===== src/rtl/mux_pipe_n_pkg.sv =====
// Shared definitions for the N-channel pipelined multiplexer: mode encodings,
// legal channel-count range and the round-robin pointer advance helper.
package mux_pipe_n_pkg;

  typedef enum logic {
    MODE_FIXED = 1'b0,
    MODE_RR    = 1'b1
  } mode_e;

  localparam int NCH_MIN = 2;
  localparam int NCH_MAX = 16;

  // Pointer moves one past the channel that was just served, wrapping at nch.
  function automatic int unsigned next_ptr(input int unsigned idx, input int unsigned nch);
    return (idx + 1 >= nch) ? 0 : idx + 1;
  endfunction

endpackage


===== src/rtl/mux_pipe_n_if.sv =====
// Handshake bundle between the channel sources/sink and mux_pipe_n.
// The master side drives the channel inputs and the downstream ready.
interface mux_pipe_n_if
  import mux_pipe_n_pkg::*;
#(
  parameter int WIDTH = 32,
  parameter int NCH   = 4,
  parameter int SELW  = $clog2(NCH)
);

  logic [NCH*WIDTH-1:0] in_data;
  logic [NCH-1:0]       in_valid;
  logic [NCH-1:0]       in_ready;
  mode_e                mode;
  logic [SELW-1:0]      sel;
  logic [WIDTH-1:0]     out_data;
  logic [SELW-1:0]      out_ch;
  logic                 out_valid;
  logic                 out_ready;

  modport master (
    output in_data, in_valid, mode, sel, out_ready,
    input  in_ready, out_data, out_ch, out_valid
  );

  modport slave (
    input  in_data, in_valid, mode, sel, out_ready,
    output in_ready, out_data, out_ch, out_valid
  );

endinterface


===== src/rtl/mux_pipe_n_rr_arbiter.sv =====
// Combinational round-robin arbiter: one-hot grant to the first requester at
// or after ptr, wrapping to the lowest requester when none is found above it.
module rr_arbiter
  import mux_pipe_n_pkg::*;
#(
  parameter int NCH  = 4,
  parameter int SELW = $clog2(NCH)
) (
  input  logic [NCH-1:0]  req,
  input  logic [SELW-1:0] ptr,
  output logic [NCH-1:0]  grant
);

  logic [NCH-1:0] mask;
  logic [NCH-1:0] req_hi;
  logic [NCH-1:0] pick_hi;
  logic [NCH-1:0] pick_all;

  // Channels at or above the pointer have priority over the wrapped ones.
  for (genvar gi = 0; gi < NCH; gi++) begin : g_mask
    assign mask[gi] = (SELW'(gi) >= ptr);
  end

  assign req_hi   = req & mask;
  // Lowest set bit isolation: x & (-x).
  assign pick_hi  = req_hi & (~req_hi + NCH'(1));
  assign pick_all = req & (~req + NCH'(1));
  assign grant    = (|req_hi) ? pick_hi : pick_all;

endmodule


===== src/rtl/mux_pipe_n.sv =====
// N-channel multiplexer with fixed or round-robin channel selection feeding a
// single registered output stage with ready/valid flow control.
module mux_pipe_n
  import mux_pipe_n_pkg::*;
#(
  parameter int WIDTH = 32,
  parameter int NCH   = 4,
  parameter int SELW  = $clog2(NCH)
) (
  input  logic          clk,
  input  logic          reset,
  mux_pipe_n_if.slave   bus
);

  logic [SELW-1:0]  ptr_reg;
  logic             out_valid_reg;
  logic [WIDTH-1:0] out_data_reg;
  logic [SELW-1:0]  out_ch_reg;

  logic             can_load;
  logic [NCH-1:0]   rr_grant;
  logic [NCH-1:0]   fixed_grant;
  logic [NCH-1:0]   grant;
  logic [NCH-1:0]   in_ready;
  logic             in_fire;
  logic [SELW-1:0]  grant_idx;
  logic [WIDTH-1:0] grant_data;
  logic [SELW-1:0]  ptr_next;

  assign can_load = !out_valid_reg || bus.out_ready;

  rr_arbiter #(
    .NCH  (NCH),
    .SELW (SELW)
  ) u_arb (
    .req   (bus.in_valid),
    .ptr   (ptr_reg),
    .grant (rr_grant)
  );

  // An out-of-range sel matches no channel, so the fixed grant is all-zero.
  for (genvar gi = 0; gi < NCH; gi++) begin : g_fixed
    assign fixed_grant[gi] = (bus.sel == SELW'(gi));
  end

  assign grant    = (bus.mode == MODE_RR) ? rr_grant : fixed_grant;
  // Reset forces ready low combinationally, independent of the clock.
  assign in_ready = grant & {NCH{can_load & ~reset}};
  assign in_fire  = |(in_ready & bus.in_valid);

  always_comb begin
    grant_idx = '0;
    for (int k = 0; k < NCH; k++) begin
      if (grant[k]) begin
        grant_idx = SELW'(k);
      end
    end
  end

  always_comb begin
    grant_data = '0;
    for (int k = 0; k < NCH; k++) begin
      grant_data = grant_data | (bus.in_data[k*WIDTH +: WIDTH] & {WIDTH{grant[k]}});
    end
  end

  assign ptr_next = SELW'(next_ptr(32'(grant_idx), NCH));

  always_ff @(posedge clk or posedge reset) begin
    if (reset) begin
      ptr_reg       <= '0;
      out_valid_reg <= 1'b0;
      out_data_reg  <= '0;
      out_ch_reg    <= '0;
    end else begin
      if (in_fire) begin
        out_data_reg  <= grant_data;
        out_ch_reg    <= grant_idx;
        out_valid_reg <= 1'b1;
        if (bus.mode == MODE_RR) begin
          ptr_reg <= ptr_next;
        end
      end else if (bus.out_ready) begin
        out_valid_reg <= 1'b0;
      end
    end
  end

  assign bus.in_ready  = in_ready;
  assign bus.out_data  = out_data_reg;
  assign bus.out_ch    = out_ch_reg;
  assign bus.out_valid = out_valid_reg;

endmodule


===== src/flat_wrapper.sv =====
// flat-port wrapper written by rule: the top's interface ports become plain ports
module mux_pipe_n_flat import mux_pipe_n_pkg::*;
#(
  parameter int WIDTH = 32,
  parameter int NCH   = 4,
  parameter int SELW  = $clog2(NCH)
)
  (clk, reset, bus_in_data, bus_in_valid, bus_mode, bus_sel, bus_out_ready, bus_in_ready, bus_out_data, bus_out_ch, bus_out_valid);
  mux_pipe_n_if #(.WIDTH(WIDTH), .NCH(NCH), .SELW(SELW)) bus_i ();
  input  logic clk;
  input  logic reset;
  input wire logic [$bits(bus_i.in_data)-1:0] bus_in_data;
  input wire logic [$bits(bus_i.in_valid)-1:0] bus_in_valid;
  input wire logic [$bits(bus_i.mode)-1:0] bus_mode;
  input wire logic [$bits(bus_i.sel)-1:0] bus_sel;
  input wire logic [$bits(bus_i.out_ready)-1:0] bus_out_ready;
  output wire logic [$bits(bus_i.in_ready)-1:0] bus_in_ready;
  output wire logic [$bits(bus_i.out_data)-1:0] bus_out_data;
  output wire logic [$bits(bus_i.out_ch)-1:0] bus_out_ch;
  output wire logic [$bits(bus_i.out_valid)-1:0] bus_out_valid;
  assign bus_i.in_data = bus_in_data;
  assign bus_i.in_valid = bus_in_valid;
  assign bus_i.mode = bus_mode;
  assign bus_i.sel = bus_sel;
  assign bus_i.out_ready = bus_out_ready;
  assign bus_in_ready = bus_i.in_ready;
  assign bus_out_data = bus_i.out_data;
  assign bus_out_ch = bus_i.out_ch;
  assign bus_out_valid = bus_i.out_valid;
  mux_pipe_n #(.WIDTH(WIDTH), .NCH(NCH), .SELW(SELW)) u_core (.clk(clk), .reset(reset), .bus(bus_i));
endmodule

===== config.mk =====
export PLATFORM = sky130hd
export DESIGN_NAME = mux_pipe_n_flat
export DESIGN_NICKNAME = d
export VERILOG_FILES = /design/src/rtl/mux_pipe_n_pkg.sv /design/src/rtl/mux_pipe_n_if.sv /design/src/rtl/mux_pipe_n_rr_arbiter.sv /design/src/rtl/mux_pipe_n.sv /design/src/flat_wrapper.sv
export SDC_FILE = /design/constraint.sdc
export NUM_CORES = 1
export LEC_CHECK = 0
export CAP_MARGIN = 5
export CORE_MARGIN = 1.5
export CORE_UTILIZATION = 35
export CTS_CLUSTER_SIZE = 16
export DETAILED_ROUTE_END_ITERATION = 7
export MAX_ROUTING_LAYER = met4
export PLACE_DENSITY = 0.9
export SYNTH_ARGS = -nofsm -noshare
export SYNTH_HDL_FRONTEND = slang
export SYNTH_SLANG_ARGS = --single-unit

===== constraint.sdc =====
create_clock -name clk -period 2.6 [get_ports clk]
set_clock_uncertainty 0.1 [all_clocks]
set_input_delay 0.39 -clock clk [delete_from_list [all_inputs] [get_ports clk]]
set_output_delay 0.39 -clock clk [all_outputs]
set_load 0.005 [all_outputs]

Yosys cells after proc, flatten, opt, wreduce, memory -nomap -nowiden
Cells that the tools add are included.
{ "word_totals": {"ff_bits": 37, "in_bits": 138, "output_inout_bits": 39, "word_cells": 46} }
{ "classes": {"addsub": 3, "n_lt_le_gt_ge": 5, "eq_ne": 3, "muxes": 8, "bitwise": 16, "n_reduce_logical": 7} }
{ "op_table": {"columns": ["cell", "n"], "rows": [
  ["$and A32 B32 Y32", 4],
  ["$or A32 B32 Y32", 3],
  ["$and A4 B4 Y4", 5],
  ["$add A4 B1 Y4 const B", 2],
  ["$mux W4", 2],
  ["$not A4 Y4", 2],
  ["$reduce_or A4 Y1", 2],
  ["$mux W2", 3],
  ["$eq A2 B2 Y1 const B", 2],
  ["$ge A1 B2 Y1 const A", 2],
  ["$ge A2 B2 Y1 const A", 2],
  ["$add A2 B1 Y3 const B", 1],
  ["$ge A3 B3 Y1 const B", 1],
  ["$mux W1", 3],
  ["$eq A2 B1 Y1 const B", 1],
  ["$logic_not A2 Y1", 1],
  ["$reduce_and A2 Y1", 1],
  ["$reduce_bool A2 Y1", 1],
  ["$and A1 B1 Y1", 1],
  ["$logic_not A1 Y1", 1],
  ["$logic_or A1 B1 Y1", 1],
  ["$not A1 Y1", 1]
]} }

Logic depth before layout (Yosys ltp)
{ "logic_depth": {"depth_word": 13, "mapped_depth": 8, "mapped_depth_nobuf": 6} }

Hierarchy
A second synthesis with hierarchy kept.
{ "hier_totals": {"cells_unflattened": 312, "area_unflattened_um2": 2617.5} }
{ "modules_own_cells": {"columns": ["module", "n_inst", "cells_per_inst", "area_each_um2", "seq_area_each_um2"], "rows": [
  ["mux_pipe_n", 1, 293, 2507.4, 925.9],
  ["rr_arbiter", 1, 19, 110.1, 0.0]
]} }

Worst setup path before layout
Ideal clock, no wire load.
{ "synth_path": {"path_type": "input to register", "start": "in reset", "end": "reg u_core.out_data_reg[0], in the netlist u_core.bus.out_data[0]", "setup_time_ps": 125, "t_arrival_ps": 2557, "required_ps": 2375, "path_slack_ps": -182, "path_stages": 7, "n_path_buf": 1, "cell_sequence": "inv_1 -> nand2_1 -> nor4_2 -> a32oi_2 -> nand2_2 -> buf_6 -> mux2_4"} }
{ "synth_via": {"elab_chain_cells": 5} }
{ "synth_lines": {"columns": ["element", "line", "rtl"], "rows": [
  ["start, declared", "flat_wrapper.sv:11", "input logic reset;"],
  ["$not A1 Y1", "mux_pipe_n.sv:48", "assign in_ready = grant & {NCH{can_load & ~reset}};"],
  ["$and A1 B1 Y1", "mux_pipe_n.sv:48", null],
  ["$and A4 B4 Y4", "mux_pipe_n.sv:48", null],
  ["named net bus_in_ready[2]", "flat_wrapper.sv:17", "output wire logic [$bits(bus_i.in_ready)-1:0] bus_in_ready;"],
  ["$and A4 B4 Y4", "mux_pipe_n.sv:49", "assign in_fire = |(in_ready & bus.in_valid);"],
  ["$reduce_or A4 Y1", "mux_pipe_n.sv:49", null],
  ["end signal, assigned", "mux_pipe_n.sv:77", "out_data_reg <= grant_data;"],
  ["end, declared", "mux_pipe_n.sv:17", "logic [WIDTH-1:0] out_data_reg;"]
]} }
The timed path passes the listed nets, and every way through them passes these cells.
A chain may end at the register's enable or synchronous reset.

Final worst setup path
{ "layout_path": {"start": "in bus_in_valid[3]", "end": "out bus_in_ready[0]"} }
{ "layout_via": {"elab_chain_cells": 5} }
{ "layout_lines": {"columns": ["element", "line", "rtl"], "rows": [
  ["start, declared", "flat_wrapper.sv:13", "input wire logic [$bits(bus_i.in_valid)-1:0] bus_in_valid;"],
  ["$and A4 B4 Y4", "mux_pipe_n_rr_arbiter.sv:24", "assign req_hi = req & mask;"],
  ["$reduce_or A4 Y1", "mux_pipe_n_rr_arbiter.sv:28", "assign grant = (|req_hi) ? pick_hi : pick_all;"],
  ["$mux W4", "mux_pipe_n_rr_arbiter.sv:28", null],
  ["$mux W4", "mux_pipe_n.sv:46", "assign grant = (bus.mode == MODE_RR) ? rr_grant : fixed_grant;"],
  ["$and A4 B4 Y4", "mux_pipe_n.sv:48", null],
  ["end, declared", "flat_wrapper.sv:17", null]
]} }
No other way between the ends.

==> flow_metrics.py <==
metrics = {
    "run_status": {
        "run_status": "finished clean",
    },
    "placed_design": {
        "worst_case_setup_slack_after_placement_ps": -158,
        "dp.final_hpwl_um": 6780,
        "port_buffers": 176,
        "gp_congestion": 0.850,
        "placed_cells_incl_taps": 501,
    },
    "timing": {
        "rsz_0062_raised_after_global_routing": "true",
        "slew_of_the_pin_with_the_lowest_slew_margin_ps": 473,
        "finalCritPeriodShare_pct": 99.7,
        "timing.final.ws_setup_ps": 8.48,
        "highest_achievable_clock_rate_mhz": 386,
        "finalSetupViolCount": 0,
        "slew_headroom_pct": 68.4,
        "slew_viol_final": 0,
        "final_hold_viol_count": 0,
        "worst_hold_slack_ps": 395,
        "finalCriticalPeriod_ps": 2590,
        "setup-tns-final_ps": 0,
    },
    "yosys": {
        "synth.cells.most_frequent": "sky130_fd_sc_hd__nand2_1 (68), sky130_fd_sc_hd__dfrtp_1 (37), sky130_fd_sc_hd__a222oi_1 (32)",
        "post_synth_num_cell_types": 32,
        "post-synth-top-area-cell": "sky130_fd_sc_hd__dfrtp_1",
        "synth_top_flop_cell": "sky130_fd_sc_hd__dfrtp_1",
        "synth_mux_area_share_pct": 20.0,
        "synth_edf_count": 0,
        "combinational_family_with_the_most_area_after_synthesis": "multiplexers",
        "synthDominantCellAreaShare_pct": 38.3,
        "post_synthesis_sequential_element_count": 37,
        "post_synth_xor_area_fraction_pct": 0,
        "synth_simple_gate_area_share_pct": 17.5,
        "proportion_of_register_bits_with_asynchronous_set_or_reset_after_synthesis_pct": 100,
        "synth_nets": 376,
        "syn_avg_cell_area_um2": 10.2,
        "synthAdderAreaFrac_pct": 0,
        "synth_compound_area_share_pct": 19.9,
        "synthesis.area_mm2": 0.00242,
        "ys.warnings.count": 0,
        "yosysMostFrequentCell": "sky130_fd_sc_hd__nand2_1",
        "synthCells": 238,
        "yosysSeqAreaShare_pct": 38.3,
        "synth.top_cells.by_area": "sky130_fd_sc_hd__dfrtp_1 (38%), sky130_fd_sc_hd__mux2_4 (17%), sky130_fd_sc_hd__a222oi_1 (13%)",
    },
    "power": {
        "switching_share_pct": 30.5,
        "power.ir.vdd_worst_mv": 0.329,
        "power.density_cell_area_mw_per_mm2": 786,
        "switchingPower_mw": 1.10,
        "register_share_of_total_power_pct": 28.9,
        "comb_power_share_pct": 57.0,
        "cellLeakagePower_nw": 1.97,
        "p_int_mw": 2.51,
        "pwr-share-clk_pct": 14.1,
    },
    "final_layout": {
        "fillerInstances": 512,
        "design.final.nets": 571,
        "syn_to_final_growth_pct": 89.9,
        "largest_register_ffs": 32,
        "stdcell_count": 514,
        "antenna_cells": 0,
        "drive_gt1_share_pct": 18.7,
        "final_core_utilization_pct": 68.3,
    },
    "setup_path": {
        "cp.required_ps": 2110,
        "setup.worst_path.start_class": "primary input",
        "cp_max_fo": 5,
        "critPathArrivalTime_ps": 2100,
        "timing.setup.critical_path_class": "primary input to output pin",
        "worst_setup_path_end_kind": "output pin",
    },
    "floorplan": {
        "io-pin-count": 177,
        "initial_core_util_pct": 36.0,
        "die_area_mm2": 0.00741,
        "core-area_mm2": 0.00672,
        "placement_rows": 30,
        "floorplan.die.width_um": 86.1,
        "fp.dieH_um": 86.1,
    },
    "global_route": {
        "grt_use_total_pct": 24.9,
        "grt_overflow_total": 0,
        "grt_pass1_wl_um": 14100,
        "vias_in_the_first_global_route": 2849,
        "grt_antenna_before_repair": 0,
        "largest_net_degree_at_the_start_of_global_routing": 38,
    },
    "clocking": {
        "clock-root-buffer": "sky130_fd_sc_hd__clkbuf_8",
        "clock_tree.htree_level_count": 2,
        "cts-buffers-inserted": 5,
        "clock_tree.buffer_depth": 2,
        "clkSinkCount": 37,
        "post_cts_hold_buffer_count": 0,
        "clk_latency_ps": 280,
        "path_clk_slew_ps": 70,
        "cts_tree": "done",
    },
    "drt": {
        "finalWirelength_um": 9150,
        "postRouteAntennaNets": 0,
        "drt_pre_antenna_iters": 5,
        "route.detailed.vias_per_inst": 5.40,
        "routed_wire_length_per_instance_um": 17.8,
        "drt_drc_violations_left": 0,
        "detail_route.iter0.violations": 204,
        "dr_total_vias": 2775,
    },
    "min_path": {
        "hold_path.class": "flip-flop to flip-flop",
    },
    "flow_run": {
        "maxCapViolations": 0,
    },
}
==> final timing paths <==
| path | slack (ps) | startpoint | cells after the start | endpoint |
|---|---|---|---|---|
| worst max-delay path | 8 | bus_in_valid[3] | 5 | bus_in_ready[0] |
| worst min-delay path | 400 | u_core.bus.out_ch[1]$_DFFE_PP0P_ | 1 | u_core.bus.out_ch[1]$_DFFE_PP0P_ |
| worst max register to register | 250 | u_core.ptr_reg[1]$_DFFE_PP0P_ | 9 | u_core.bus.out_data[22]$_DFFE_PP0P_ |
| worst min register to register | 400 | u_core.bus.out_ch[1]$_DFFE_PP0P_ | 1 | u_core.bus.out_ch[1]$_DFFE_PP0P_ |
| max in group asynchronous | 1550 | reset | 3 | u_core.ptr_reg[1]$_DFFE_PP0P_ |
| min in group asynchronous | 520 | reset | 3 | u_core.bus.out_data[12]$_DFFE_PP0P_ |
==> worst max-delay path: stages <==
cell	delay [ps]
sky130_fd_sc_hd__clkdlybuf4s50_1	500
sky130_fd_sc_hd__nand2b_1	250
sky130_fd_sc_hd__o32ai_4	300
sky130_fd_sc_hd__and2_1	160
sky130_fd_sc_hd__clkdlybuf4s50_1	490
==> per-stage QoR <==
step	cell area [um^2]	power, mW
floorplan	2420	1.98
finish	4590	3.61
global placement	4430	3.00
global route	4590	3.82
detailed placement	4430	3.07
CTS	4570	3.62
==> metal layers <==
metal / part of all wire (%) / global-route usage [%] / wire [um]
met1: 39 / 28.0 / 3530
met2: 53 / 44.8 / 4850
met3: 6.9 / 3.66 / 627
met5: 0 / - / 0
met4: 1.6 / 8.65 / 142
==> timing repair <==
item / in CTS / in global routing
pin swaps: 4 / 1
endpoints found under the setup margin: 4 / 3
resized for setup: 7 / 1
buffers inserted: 3 / 2
==> power groups by stage <==
stage	logic, mW	clock network, mW	registers (mW)
floorplan	0.929	0	1.06
global placement	1.97	0	1.03
finish	2.06	0.508	1.04
detailed placement	2.02	0	1.05
global route	2.19	0.546	1.08
CTS	2.05	0.525	1.04
==> layout make-up <==
class	instances	area [um^2]	share of cell area [%]
clock buffer	7	86.3	1.88
clock inverter	1	30.0	0.654
inverter	4	18.8	0.409
multi-input combinational	181	1420	31.0
sequential	37	926	20.2
tap	80	100	2.18
timing repair buffer	204	2010	43.7
==> layout by cell type (no fill, tap or decap), types with 2 or more instances in the layout <==
cell                                n
sky130_fd_sc_hd__buf_12             3
sky130_fd_sc_hd__a32oi_2            2
sky130_fd_sc_hd__clkbuf_8           6
sky130_fd_sc_hd__nor2_1             8
sky130_fd_sc_hd__nor3b_1            2
sky130_fd_sc_hd__buf_4             25
sky130_fd_sc_hd__nand2_1           68
sky130_fd_sc_hd__o21ai_0            5
sky130_fd_sc_hd__o21a_1             2
sky130_fd_sc_hd__dfrtp_1           37
sky130_fd_sc_hd__a222oi_1          32
sky130_fd_sc_hd__nand3_1            3
sky130_fd_sc_hd__a21oi_1            3
sky130_fd_sc_hd__mux2_2             6
sky130_fd_sc_hd__nand2b_1           4
sky130_fd_sc_hd__clkdlybuf4s50_1  170
sky130_fd_sc_hd__mux2_4            27
sky130_fd_sc_hd__and2_1             4
sky130_fd_sc_hd__dlygate4sd2_1      5
sky130_fd_sc_hd__inv_1              3
==> cells by family after synthesis <==
logic type             after synthesis
AND/OR/NAND/NOR                     96
buffers and inverters               20
multiplexers                        34
flip-flops                          37
AO/OA/AOI/OAI                       51
Power figures use the tool's default switching activity.
